===== src/rtl/seq_divider8.sv =====
// Multi-cycle unsigned restoring divider with a start/busy/done handshake.
// Each RUN cycle does one ripple trial subtraction and produces one quotient bit, MSB first.
module seq_divider8 #(
  parameter int WIDTH = 8
) (
  input  logic             clk,
  input  logic             rst_n,
  input  logic             start,
  input  logic [WIDTH-1:0] dividend,
  input  logic [WIDTH-1:0] divisor,
  output logic             busy,
  output logic             done,
  output logic [WIDTH-1:0] quotient,
  output logic [WIDTH-1:0] remainder,
  output logic             div_by_zero,
  output logic [1:0]       dbg_state
);

  localparam int CW = $clog2(WIDTH);

  localparam logic [1:0] IDLE = 2'd0;
  localparam logic [1:0] RUN  = 2'd1;
  localparam logic [1:0] DONE = 2'd2;

  logic [1:0]       state;
  logic [WIDTH-1:0] dvd_q;
  logic [WIDTH-1:0] dsr_q;
  logic [WIDTH:0]   rem_q;
  logic [WIDTH-1:0] quo_q;
  logic [CW-1:0]    cnt_q;

  logic [WIDTH:0]   shifted;
  logic [WIDTH:0]   sub_b;
  logic [WIDTH:0]   trial;
  logic             no_borrow;
  logic             c;
  logic [WIDTH:0]   rem_next;
  logic [WIDTH-1:0] quo_next;
  logic             accept;

  // Handshake: start is taken on a rising edge only when busy=0 (IDLE or DONE);
  // done is a one-cycle pulse marking results valid, and results hold until the next accept.
  assign accept    = start && (state != RUN);
  assign busy      = (state == RUN);
  assign done      = (state == DONE);
  assign dbg_state = state;

  // Ripple trial subtraction a + ~b + 1; the final carry set means no borrow.
  always_comb begin
    shifted = {rem_q[WIDTH-1:0], dvd_q[WIDTH-1]};
    sub_b   = ~{1'b0, dsr_q};
    trial   = '0;
    c       = 1'b1;
    for (int i = 0; i <= WIDTH; i++) begin
      trial[i] = shifted[i] ^ sub_b[i] ^ c;
      c        = (shifted[i] & sub_b[i]) | (c & (shifted[i] ^ sub_b[i]));
    end
    no_borrow = c;
    rem_next  = no_borrow ? trial : shifted;
    quo_next  = {quo_q[WIDTH-2:0], no_borrow};
  end

  always_ff @(posedge clk or negedge rst_n) begin
    if (!rst_n) begin
      state       <= IDLE;
      dvd_q       <= '0;
      dsr_q       <= '0;
      rem_q       <= '0;
      quo_q       <= '0;
      cnt_q       <= '0;
      quotient    <= '0;
      remainder   <= '0;
      div_by_zero <= 1'b0;
    end else begin
      case (state)
        IDLE, DONE: begin
          if (accept) begin
            dvd_q <= dividend;
            dsr_q <= divisor;
            rem_q <= '0;
            quo_q <= '0;
            cnt_q <= '0;
            if (divisor == '0) begin
              // Divide by zero finishes on the accepting edge without iterating.
              state       <= DONE;
              quotient    <= '1;
              remainder   <= dividend;
              div_by_zero <= 1'b1;
            end else begin
              state       <= RUN;
              quotient    <= '0;
              remainder   <= '0;
              div_by_zero <= 1'b0;
            end
          end else begin
            state <= IDLE;
          end
        end
        RUN: begin
          dvd_q <= {dvd_q[WIDTH-2:0], 1'b0};
          rem_q <= rem_next;
          quo_q <= quo_next;
          cnt_q <= cnt_q + 1'b1;
          if (cnt_q == CW'(WIDTH - 1)) begin
            state     <= DONE;
            quotient  <= quo_next;
            remainder <= rem_next[WIDTH-1:0];
          end
        end
        default: state <= IDLE;
      endcase
    end
  end

endmodule


===== config.mk =====
export PLATFORM = sky130hd
export DESIGN_NAME = seq_divider8
export DESIGN_NICKNAME = d
export VERILOG_FILES = /design/src/rtl/seq_divider8.sv
export SDC_FILE = /design/constraint.sdc
export NUM_CORES = 1
export LEC_CHECK = 0
export BUFFER_PORTS_ARGS = -buffer_cell sky130_fd_sc_hd__buf_4
export CAP_MARGIN = 20
export CELL_PAD_IN_SITES_DETAIL_PLACEMENT = 1
export CELL_PAD_IN_SITES_GLOBAL_PLACEMENT = 1
export CORE_MARGIN = 4
export CORE_UTILIZATION = 43
export CTS_CLUSTER_DIAMETER = 50
export DETAILED_ROUTE_END_ITERATION = 12
export GPL_ROUTABILITY_DRIVEN = 0
export PLACE_DENSITY_LB_ADDON = 0.1
export SLEW_MARGIN = 10
export SYNTH_ARGS = -nofsm -noshare
export SYNTH_HDL_FRONTEND = slang
export SYNTH_SLANG_ARGS = --single-unit
export TNS_END_PERCENT = 1

===== constraint.sdc =====
create_clock -name clk -period 4.8 [get_ports clk]
set_clock_uncertainty 0.15 [all_clocks]
set_input_delay 0.24 -clock clk [delete_from_list [all_inputs] [get_ports clk]]
set_output_delay 0.24 -clock clk [all_outputs]
set_load 0.005 [all_outputs]

==> results of run 1 <==
==> path summary, 6_finish.rpt <==
check / start / cells after the start / slack [ps] / end
max: dvd_q[7]$_DFFE_PN0P_ / 17 / 550 / remainder[0]$_DFFE_PN0P_
max in group asynchronous: rst_n / 2 / 3690 / quotient[2]$_DFFE_PN0P_
min: divisor[3] / 3 / 8 / dsr_q[3]$_DFFE_PN0P_
min reg2reg: dvd_q[1]$_DFFE_PN0P_ / 2 / 350 / dvd_q[1]$_DFFE_PN0P_
min in group asynchronous: rst_n / 2 / 360 / cnt_q[2]$_DFFE_PN0P_
max reg2reg: dvd_q[7]$_DFFE_PN0P_ / 17 / 550 / remainder[0]$_DFFE_PN0P_
==> cell usage after synthesis (2+ instances only) <==
| library cell | number |
|---|---|
| a22oi_1 | 6 |
| o21ai_0 | 11 |
| dfrtp_1 | 53 |
| buf_2 | 2 |
| mux2i_1 | 4 |
| nor2b_1 | 2 |
| a21o_1 | 4 |
| nand2b_1 | 3 |
| a21oi_2 | 4 |
| a2bb2oi_1 | 4 |
| a21oi_1 | 24 |
| nand2_1 | 35 |
| a22o_1 | 10 |
| clkbuf_1 | 8 |
| buf_4 | 2 |
| fa_1 | 7 |
| ha_1 | 3 |
| inv_1 | 12 |
| nor3b_1 | 4 |
| nor2_1 | 16 |
| a211oi_1 | 4 |
==> layout make-up <==
type                       count  area (sq um)
clock buffer                   6         82.58
sequential                    53          1326
clock inverter                 2         37.54
multi-input combinational    150         987.2
timing repair buffer          47         385.4
fill                         613          2546
tap                           72         90.09
inverter                      13         51.30
==> what timing repair did <==
item	4_1_cts	5_1_grt
endpoints found under the hold margin	58	0
hold buffers	6	0
endpoints found under the setup margin	0	0
==> power by group through the flow <==
stage / clock (mW) / sequential, mW / combinational (mW)
after global routing: 0.349 / 0.858 / 1.29
after floorplan: 0 / 0.794 / 0.787
after detailed placement: 0 / 0.836 / 1.13
after CTS: 0.327 / 0.830 / 1.15
final: 0.323 / 0.826 / 1.14
after global placement: 0 / 0.829 / 1.10
==> metal layers <==
metal	track usage	up-vias
met5	0	-
met4	0.04458	0
met3	0.03671	10
met2	0.3265	27
met1	0.2355	953
li1	-	862
==> logic make-up (layout without fill, tap and decap cells) <==
family	after synthesis	after routing	share of synthesized area
adder cells (fa/ha/maj)	10	10	0.07297
multiplexers	4	4	0.01644
AO/OA/AOI/OAI	69	69	0.1876
flip-flops	53	53	0.5447
buffers and inverters	27	68	0.04984
AND/OR/NAND/NOR	67	67	0.1285
==> flip-flops by register name, indices dropped and copies added, names as in the netlist <==
| register | cells |
|---|---|
| remainder | 8 |
| rem_q | 8 |
| quo_q | 7 |
| quotient | 8 |
| dvd_q | 8 |
| div_by_zero | 1 |
| dbg_state | 2 |
| cnt_q | 3 |
| dsr_q | 8 |
==> worst register-to-register path, stage by stage, from the launching register on <==
cell and delay, ps:
dfrtp_1 390, inv_1 80, ha_1 140, inv_1 50, fa_1 380, fa_1 400
fa_1 360, inv_1 90, fa_1 170, inv_1 50, fa_1 360, inv_1 70
fa_1 180, fa_1 240, nand2b_1 300, a211oi_1 480, a21oi_1 100, a21oi_1 180
==> out/results.tsv, run 1 <==
stage	metric	value	unit
power_and_ir_drop	power_density	773.1	mW/mm^2
route	wl_met1	2695	um
power_and_ir_drop	leakage	1.402	nW
cells_and_area	finish.utilization	0.5376	
route	via_count	1852	
clock_tree	clkTransAtPathRegs	100	ps
clock_tree	post_cts_resized	0	
yosys	synthCells	230	
yosys	syn_nets	259	
timing	slew_headroom	0.2827	
critical_path	path_cells	inv_1, ha_1, inv_1, fa_1, fa_1, fa_1, inv_1, fa_1, inv_1, fa_1, inv_1, fa_1, fa_1, nand2b_1, a211oi_1, a21oi_1, a21oi_1	
floorplanning	io_pins	40	
yosys	yosys.area.top_type	dfrtp_1	
critical_path	cp.arrival	4340	ps
clock_tree	htree_levels	2	
power_and_ir_drop	sw_frac_of_total	0.4001	
critical_path	path_delay_family	adder cells	
global_route	overflow	0	
cells_and_area	final_common_cell	dfrtp_1	
placement	port_buffers	39	
yosys	syn_area_per_cell	10.59	sq um
floorplanning	initial_core_util	0.4422	
power_and_ir_drop	vdd_drop_max	329.4	uV
yosys	ys_types	33	
timing	hold_slack	8.011	ps
critical_path	crit_type	reg2reg	
route	dr.max_layer_used	met4	
floorplanning	die_x	83.25	um
route	met3WireLength	144	um
route	wl_met2	3156	um
clock_tree	clk_latency	310	ps
cells_and_area	drive_above_1_share	0.2103	
critical_path	required	4890	ps
placement	dp_cells	328	
placement	place_area	0.002755	sq mm
route	avgRoutedWirePerCell	17.67	um
timing	setup_ws	545.2	ps
power_and_ir_drop	p_seq_frac	0.361	
yosys	netlist_top_cells_area	dfrtp_1 54%, fa_1 5.8%, nand2_1 5.4%, a21oi_1 4.9%, a22o_1 3.6%	
timing	rsz0062_at_grt	false	
power_and_ir_drop	power_switching	0.9156	mW
floorplanning	die_area	0.006931	sq mm
yosys	synth_area	0.002435	sq mm
critical_path	path_buf_inv	5	
clock_tree	cts_tree	done	
cells_and_area	area_growth	21.58	%
timing	tns	0	ps
cells_and_area	mostFrequentLayoutCells	53 x dfrtp_1, 40 x buf_4, 35 x nand2_1	
global_route	grt_pass1_vias	2023	
cells_and_area	final_nets	299	
global_route	grt_start_max_net_pins	54	
critical_path	cp_slowest_cell	a211oi_1	
route	dr.pass1.iters	4	
yosys	ys_ff_latch	53	
timing	min_period	4255	ps
critical_path	endpoint_kind	register	
route	totalWireLength	6061	um
flow_run	cap_violations	0	
placement	place_ws	537.6	ps
yosys	synth-seq-area-share	0.5447	
yosys	synth_top_area_share	0.5447	
clock_tree	clock_sinks	53	
power_and_ir_drop	p_clk_frac	0.141	
floorplanning	core	0.005507	sq mm
cells_and_area	fin_area	0.002960	sq mm
status	outcome	finished clean	
floorplanning	die_y	83.25	um
power_and_ir_drop	totalPowerFinal	2.289	mW
timing	post-route-period-util	0.8864	
global_route	antenna_found_initial	0	
route	dr.first_iter.drc_count	99	
timing	final_max_slew_viol_count	0	
critical_path	crit_fanout	10	
global_route	track_usage	0.1860	
clock_tree	clk_path_buf_depth	2	
yosys	synth_edf_count	0	
timing	fmax	0.2350	GHz
route	drc	0	
clock_tree	cts_setup_buffers	0	
route	viasPerCell	5.399	
yosys	async_flop_share	1.000	
route	ant_nets	0	
power_and_ir_drop	comb_power_share	0.498	
yosys	yosys_warnings	0	
yosys	synth_flop_cell	dfrtp_1	
global_route	grt_pass1_wl	10240	um
power_and_ir_drop	intPower	1.373	mW
placement	post-dp-hpwl	4073	um
timing	hold_violations	0	
critical_path	max_stage_delay	480	ps
clock_tree	root_buffer	clkbuf_8	
clock_tree	cts_buffers	5	
floorplanning	rows	27	
cells_and_area	n_antenna_cell	0	
cells_and_area	final_cells	343	
critical_path	critPathLaunchType	register	
timing	worst_pin_slew	1075	ps
worst_hold_path	hold_path_class	in2reg	
critical_path	cp_common_cell	fa_1	
timing	setup_viol	0	
Note: power is estimated with default switching activity, not from simulation.
==> run 2: changes to the inputs <==
Settings changed: CAP_MARGIN 20 to 30, CORE_UTILIZATION 43 to 47, CTS_CLUSTER_DIAMETER 50 to 60.
Clock period 4.8 ns to 5.35 ns, I/O delays scaled along.
==> out/results.tsv, run 2 (synthesis results as in run 1) <==
stage	metric	value	unit	change
status	outcome	finished clean		
route	totalWireLength	6074	um	+0.21%
floorplanning	die_x	79.98	um	-3.9%
floorplanning	io_pins	40		unchanged
timing	hold_violations	0		unchanged
route	drc	0		unchanged
cells_and_area	n_antenna_cell	0		unchanged
global_route	grt_pass1_wl	10270	um	+0.34%
route	ant_nets	0		unchanged
floorplanning	initial_core_util	0.4990		+0.05680
worst_hold_path	hold_path_class	in2reg		
power_and_ir_drop	vdd_drop_max	255.5	uV	-22%
critical_path	critPathLaunchType	register		
critical_path	endpoint_kind	register		
clock_tree	cts_buffers	5		unchanged
route	via_count	1852		unchanged
power_and_ir_drop	totalPowerFinal	2.035	mW	-11%
clock_tree	clk_latency	310	ps	about the same
placement	port_buffers	39		unchanged
placement	post-dp-hpwl	4187	um	+2.8%
timing	tns	0	ps	unchanged
placement	dp_cells	324		-1.2%
critical_path	required	5450	ps	+560 ps
global_route	grt_start_max_net_pins	54		unchanged
clock_tree	clkTransAtPathRegs	100	ps	about the same
critical_path	crit_type	reg2reg		
flow_run	cap_violations	0		unchanged
timing	post-route-period-util	0.7998		-0.08665
power_and_ir_drop	power_density	697.9	mW/mm^2	-9.7%
critical_path	crit_fanout	10		unchanged
timing	worst_pin_slew	728.6	ps	-346.1 ps
global_route	antenna_found_initial	0		unchanged
cells_and_area	final_common_cell	dfrtp_1		
global_route	grt_pass1_vias	2060		+1.8%
route	viasPerCell	5.512		+2.1%
cells_and_area	final_cells	336		-2.0%
floorplanning	rows	25		-7.4%
timing	setup_viol	0		unchanged
timing	final_max_slew_viol_count	0		unchanged
clock_tree	htree_levels	2		unchanged
floorplanning	core	0.004880	sq mm	-11%
global_route	track_usage	0.2102		+0.02418
timing	fmax	0.2337	GHz	-0.56%
timing	min_period	4279	ps	+23.97 ps
timing	rsz0062_at_grt	false		
timing	slew_headroom	0.5127		+0.2299
cells_and_area	mostFrequentLayoutCells	53 x dfrtp_1, 40 x buf_4, 35 x nand2_1		
floorplanning	die_y	79.98	um	-3.9%
global_route	overflow	0		unchanged
clock_tree	root_buffer	clkbuf_8		
cells_and_area	area_growth	19.73	%	
cells_and_area	final_nets	297		-0.67%
floorplanning	die_area	0.006396	sq mm	-7.7%
clock_tree	clock_sinks	53		unchanged
clock_tree	cts_setup_buffers	0		unchanged
critical_path	cp.arrival	4380	ps	+40 ps
cells_and_area	drive_above_1_share	0.2156		+0.005281
route	avgRoutedWirePerCell	18.08	um	+2.3%
power_and_ir_drop	leakage	1.385	nW	-1.2%
clock_tree	cts_tree	done		
route	dr.pass1.iters	4		unchanged
clock_tree	clk_path_buf_depth	2		unchanged
route	dr.first_iter.drc_count	137		+38%
-- run 2: power breakdown --
group / internal, mW / switching (mW)
Clock: 0.0957 / 0.145
Sequential: 0.599 / 0.140
Combinational: 0.492 / 0.562
Total: 1.19 / 0.847
-- run 2: cell type report --
cell class	instances	area, sq um
Tap cell	67	83.83
Sequential cell	53	1326
Clock buffer	5	68.82
Timing Repair Buffer	45	372.9
Fill cell	554	1964
Multi-Input combinational cell	150	987.2
Inverter	13	51.30
Clock inverter	3	25.02
-- run 2: worst paths after layout --
| path | start | to | slack (ps) | depth (start not counted) |
|---|---|---|---|---|
| worst max-delay path | dvd_q[7]$_DFFE_PN0P_ | remainder[7]$_DFFE_PN0P_ | 1070 | 17 |
| worst min-delay path | divisor[7] | dsr_q[7]$_DFFE_PN0P_ | 9 | 3 |
| worst max register to register | dvd_q[7]$_DFFE_PN0P_ | remainder[7]$_DFFE_PN0P_ | 1070 | 17 |
| worst min register to register | dvd_q[1]$_DFFE_PN0P_ | dvd_q[1]$_DFFE_PN0P_ | 340 | 2 |
| max in group asynchronous | rst_n | dsr_q[7]$_DFFE_PN0P_ | 4210 | 2 |
| min in group asynchronous | rst_n | dbg_state[0]$_DFFE_PN0N_ | 370 | 2 |
-- run 2: metrics by stage --
step | utilization | instance area [sq um] | hold slack [ps] | setup slack, ps
after global placement | 0.5633 | 2749 | 202.6 | 1255
after CTS | 0.5944 | 2900 | 6.023 | 1046
after detailed placement | 0.5690 | 2776 | 200.0 | 1110
after floorplan | - | 2435 | -178.1 | 1671
final | 0.5974 | 2915 | 9.193 | 1071
after global routing | 0.5974 | 2915 | 9.235 | 802.2
-- run 2: routing by layer --
layer	vias to the layer above	track usage	wire length, um
met5	-	0	0
met4	0	0.07264	149
met3	16	0.03950	168
met2	36	0.3700	3179
met1	939	0.2564	2576
li1	861	-	-
-- run 2: critical path: stages, from the launching register on --
cell and delay [ps]:
dfrtp_1 400, inv_1 80, ha_1 140, inv_1 40, fa_1 380, fa_1 400
fa_1 370, inv_1 100, fa_1 200, inv_1 60, fa_1 370, inv_1 80
fa_1 170, fa_1 240, nand2b_1 280, a211oi_1 480, a21oi_1 110, a21oi_1 170
-- run 2: what timing repair did --
item | 4_1_cts | 5_1_grt
hold buffers | 3 | 0
hold endpoints to repair | 55 | 0
gates resized for setup | 0 | 0
==> run 3: changes to the inputs <==
Settings changed: CORE_UTILIZATION 47 to 39.
Clock period 5.35 ns to 3.9 ns, I/O delays scaled along.
==> out/results.tsv, run 3 (synthesis results as in run 1) <==
stage	metric	value	unit	change
cells_and_area	final_common_cell	dfrtp_1		
clock_tree	clock_sinks	53		unchanged
flow_run	cap_violations	0		unchanged
critical_path	r2r_setup_slack	110	ps	-960 ps
floorplanning	core	0.005991	sq mm	+23%
floorplanning	initial_core_util	0.4064		-0.09254
timing	post-route-period-util	0.9718		+0.1721
global_route	overflow	0		unchanged
cells_and_area	fin_area	0.003158	sq mm	+8.3%
power_and_ir_drop	leakage	1.465	nW	+5.8%
critical_path	endpoint_kind	register		
global_route	grt_pass1_vias	2086		+1.3%
floorplanning	rows	28		+12%
global_route	use_met3	0.02933		-0.01018
timing	hold_slack	30.28	ps	+21.08 ps
power_and_ir_drop	vdd_drop_max	494.7	uV	+94%
cells_and_area	fill_cells	667		+20%
placement	port_buffers	39		unchanged
global_route	met1_usage	0.2409		-0.01559
route	via_count	1923		+3.8%
critical_path	crit_fanout	5		-5
global_route	grt_util_met2	0.3043		-0.06569
global_route	grt_start_max_net_pins	54		unchanged
placement	place_area	0.002826	sq mm	+1.8%
global_route	top_usage_layer	met2		
timing	setup_viol	0		unchanged
global_route	antenna_found_initial	0		unchanged
cells_and_area	area_growth	29.70	%	
route	drc	0		unchanged
critical_path	reg2reg_from	dvd_q[7]$_DFFE_PN0P_		
power_and_ir_drop	power_density	959.9	mW/mm^2	+38%
route	totalWireLength	6257	um	+3.0%
clock_tree	root_buffer	clkbuf_8		
critical_path	regToRegEndpoint	remainder[6]$_DFFE_PN0P_		
floorplanning	die_y	87.02	um	+8.8%
placement	post-dp-hpwl	4169	um	-0.44%
route	dr.pass1.iters	4		unchanged
clock_tree	clkTransAtPathRegs	100	ps	about the same
timing	fmax	0.2638	GHz	+13%
power_and_ir_drop	totalPowerFinal	3.031	mW	+49%
placement	dp_cells	339		+4.6%
clock_tree	cts_tree	done		
timing	min_period	3790	ps	-488.7 ps
floorplanning	die_area	0.007572	sq mm	+18%
critical_path	crit_end	remainder[6]$_DFFE_PN0P_		
worst_hold_path	hold_path_class	in2reg		
route	ant_nets	0		unchanged
clock_tree	htree_levels	2		unchanged
route	avgRoutedWirePerCell	17.14	um	-5.2%
global_route	track_usage	0.1790		-0.03123
timing	final_max_slew_viol_count	0		unchanged
cells_and_area	drive_above_1_share	0.2862		+0.07059
timing	slew_headroom	0.4590		-0.05365
clock_tree	clk_path_buf_depth	2		unchanged
timing	rsz0062_at_grt	true		
cells_and_area	final_nets	318		+7.1%
critical_path	worstRegToRegCells	19		+2
cells_and_area	mostFrequentLayoutCells	53 x dfrtp_1, 49 x buf_4, 35 x nand2_1		
status	outcome	finished clean		
critical_path	critPathLaunchType	register		
timing	setup_ws	109.9	ps	-961.3 ps
cells_and_area	multi_input_area	0.001056	sq mm	+7.0%
timing	hold_violations	0		unchanged
critical_path	crit_type	reg2reg		
route	viasPerCell	5.268		-4.4%
route	dr.first_iter.drc_count	85		-38%
placement	place_ws	-146.1	ps	-1256 ps
cells_and_area	n_antenna_cell	0		unchanged
global_route	grt_pass1_wl	10510	um	+2.3%
clock_tree	cts_buffers	5		unchanged
cells_and_area	seqCellArea	0.001326	sq mm	unchanged
critical_path	critical_path.startpoint	dvd_q[7]$_DFFE_PN0P_		
critical_path	cp.arrival	3890	ps	-490 ps
cells_and_area	final_cells	365		+8.6%
floorplanning	die_x	87.02	um	+8.8%
floorplanning	io_pins	40		unchanged
timing	worst_pin_slew	811.5	ps	+82.84 ps
critical_path	required	4000	ps	-1450 ps
clock_tree	clk_latency	310	ps	about the same
-- run 3: through the flow --
stage | TNS (ps) | util
2_1_floorplan | 0 | -
3_3_place_gp | -2.587 | 0.4693
3_5_place_dp | -359.1 | 0.4718
4_1_cts | 0 | 0.5249
5_1_grt | -364.6 | 0.5272
6_report | 0 | 0.5272
-- run 3: worst max-delay path, cell delays in order, from the launching register on --
cell,delay (ps)
dfrtp_1,400
inv_2,70
ha_1,140
inv_1,50
fa_1,370
fa_2,360
fa_2,340
inv_2,70
fa_1,150
inv_1,50
fa_2,330
inv_2,70
fa_2,190
fa_2,200
nand2b_1,70
buf_4,170
a211oi_2,220
buf_4,160
a21oi_2,30
a21oi_2,150
-- run 3: how the worst min path moves through the flow --
stage                 from                  endpoint  slack (ps)  depth (start not counted)
6_report       dividend[7]      dvd_q[7]$_DFFE_PN0P_          30                          2
5_1_grt        dividend[7]      dvd_q[7]$_DFFE_PN0P_          30                          2
4_1_cts        dividend[7]      dvd_q[7]$_DFFE_PN0P_          30                          2
3_5_place_dp         rst_n  dbg_state[1]$_DFFE_PN0N_         140                          1
3_3_place_gp         rst_n  dbg_state[1]$_DFFE_PN0N_         140                          1
2_1_floorplan        rst_n      cnt_q[0]$_DFFE_PN0P_        -250                          0
-- run 3: per-layer routing --
layer / vias to the layer above / share of wire
met3: 4 / 0.028
met1: 989 / 0.46
met4: 0 / 0.0067
met2: 29 / 0.50
li1: 901 / -
met5: - / 0
-- run 3: power breakdown --
group	switching [mW]	internal [mW]
sequential	0.196	0.822
combinational	0.839	0.859
clock	0.188	0.127
-- run 3: what timing repair did --
| item | in CTS | in global routing |
|---|---|---|
| endpoints found under the hold margin | 68 | 0 |
| gates resized for setup | 15 | 4 |
| gates cloned | 0 | 0 |
| pin swaps | 1 | 3 |
| endpoints found under the setup margin | 10 | 15 |
| hold buffers | 16 | 0 |
| setup buffers | 1 | 1 |
-- run 3: cell type report --
cell class	count	share of cell area
well taps	75	0.02971
multi-input cells	150	0.3344
repair buffers	66	0.1719
clock buffers	6	0.02298
flip-flops and latches	53	0.4200
inverters	13	0.01624
clock inverters	2	0.004754
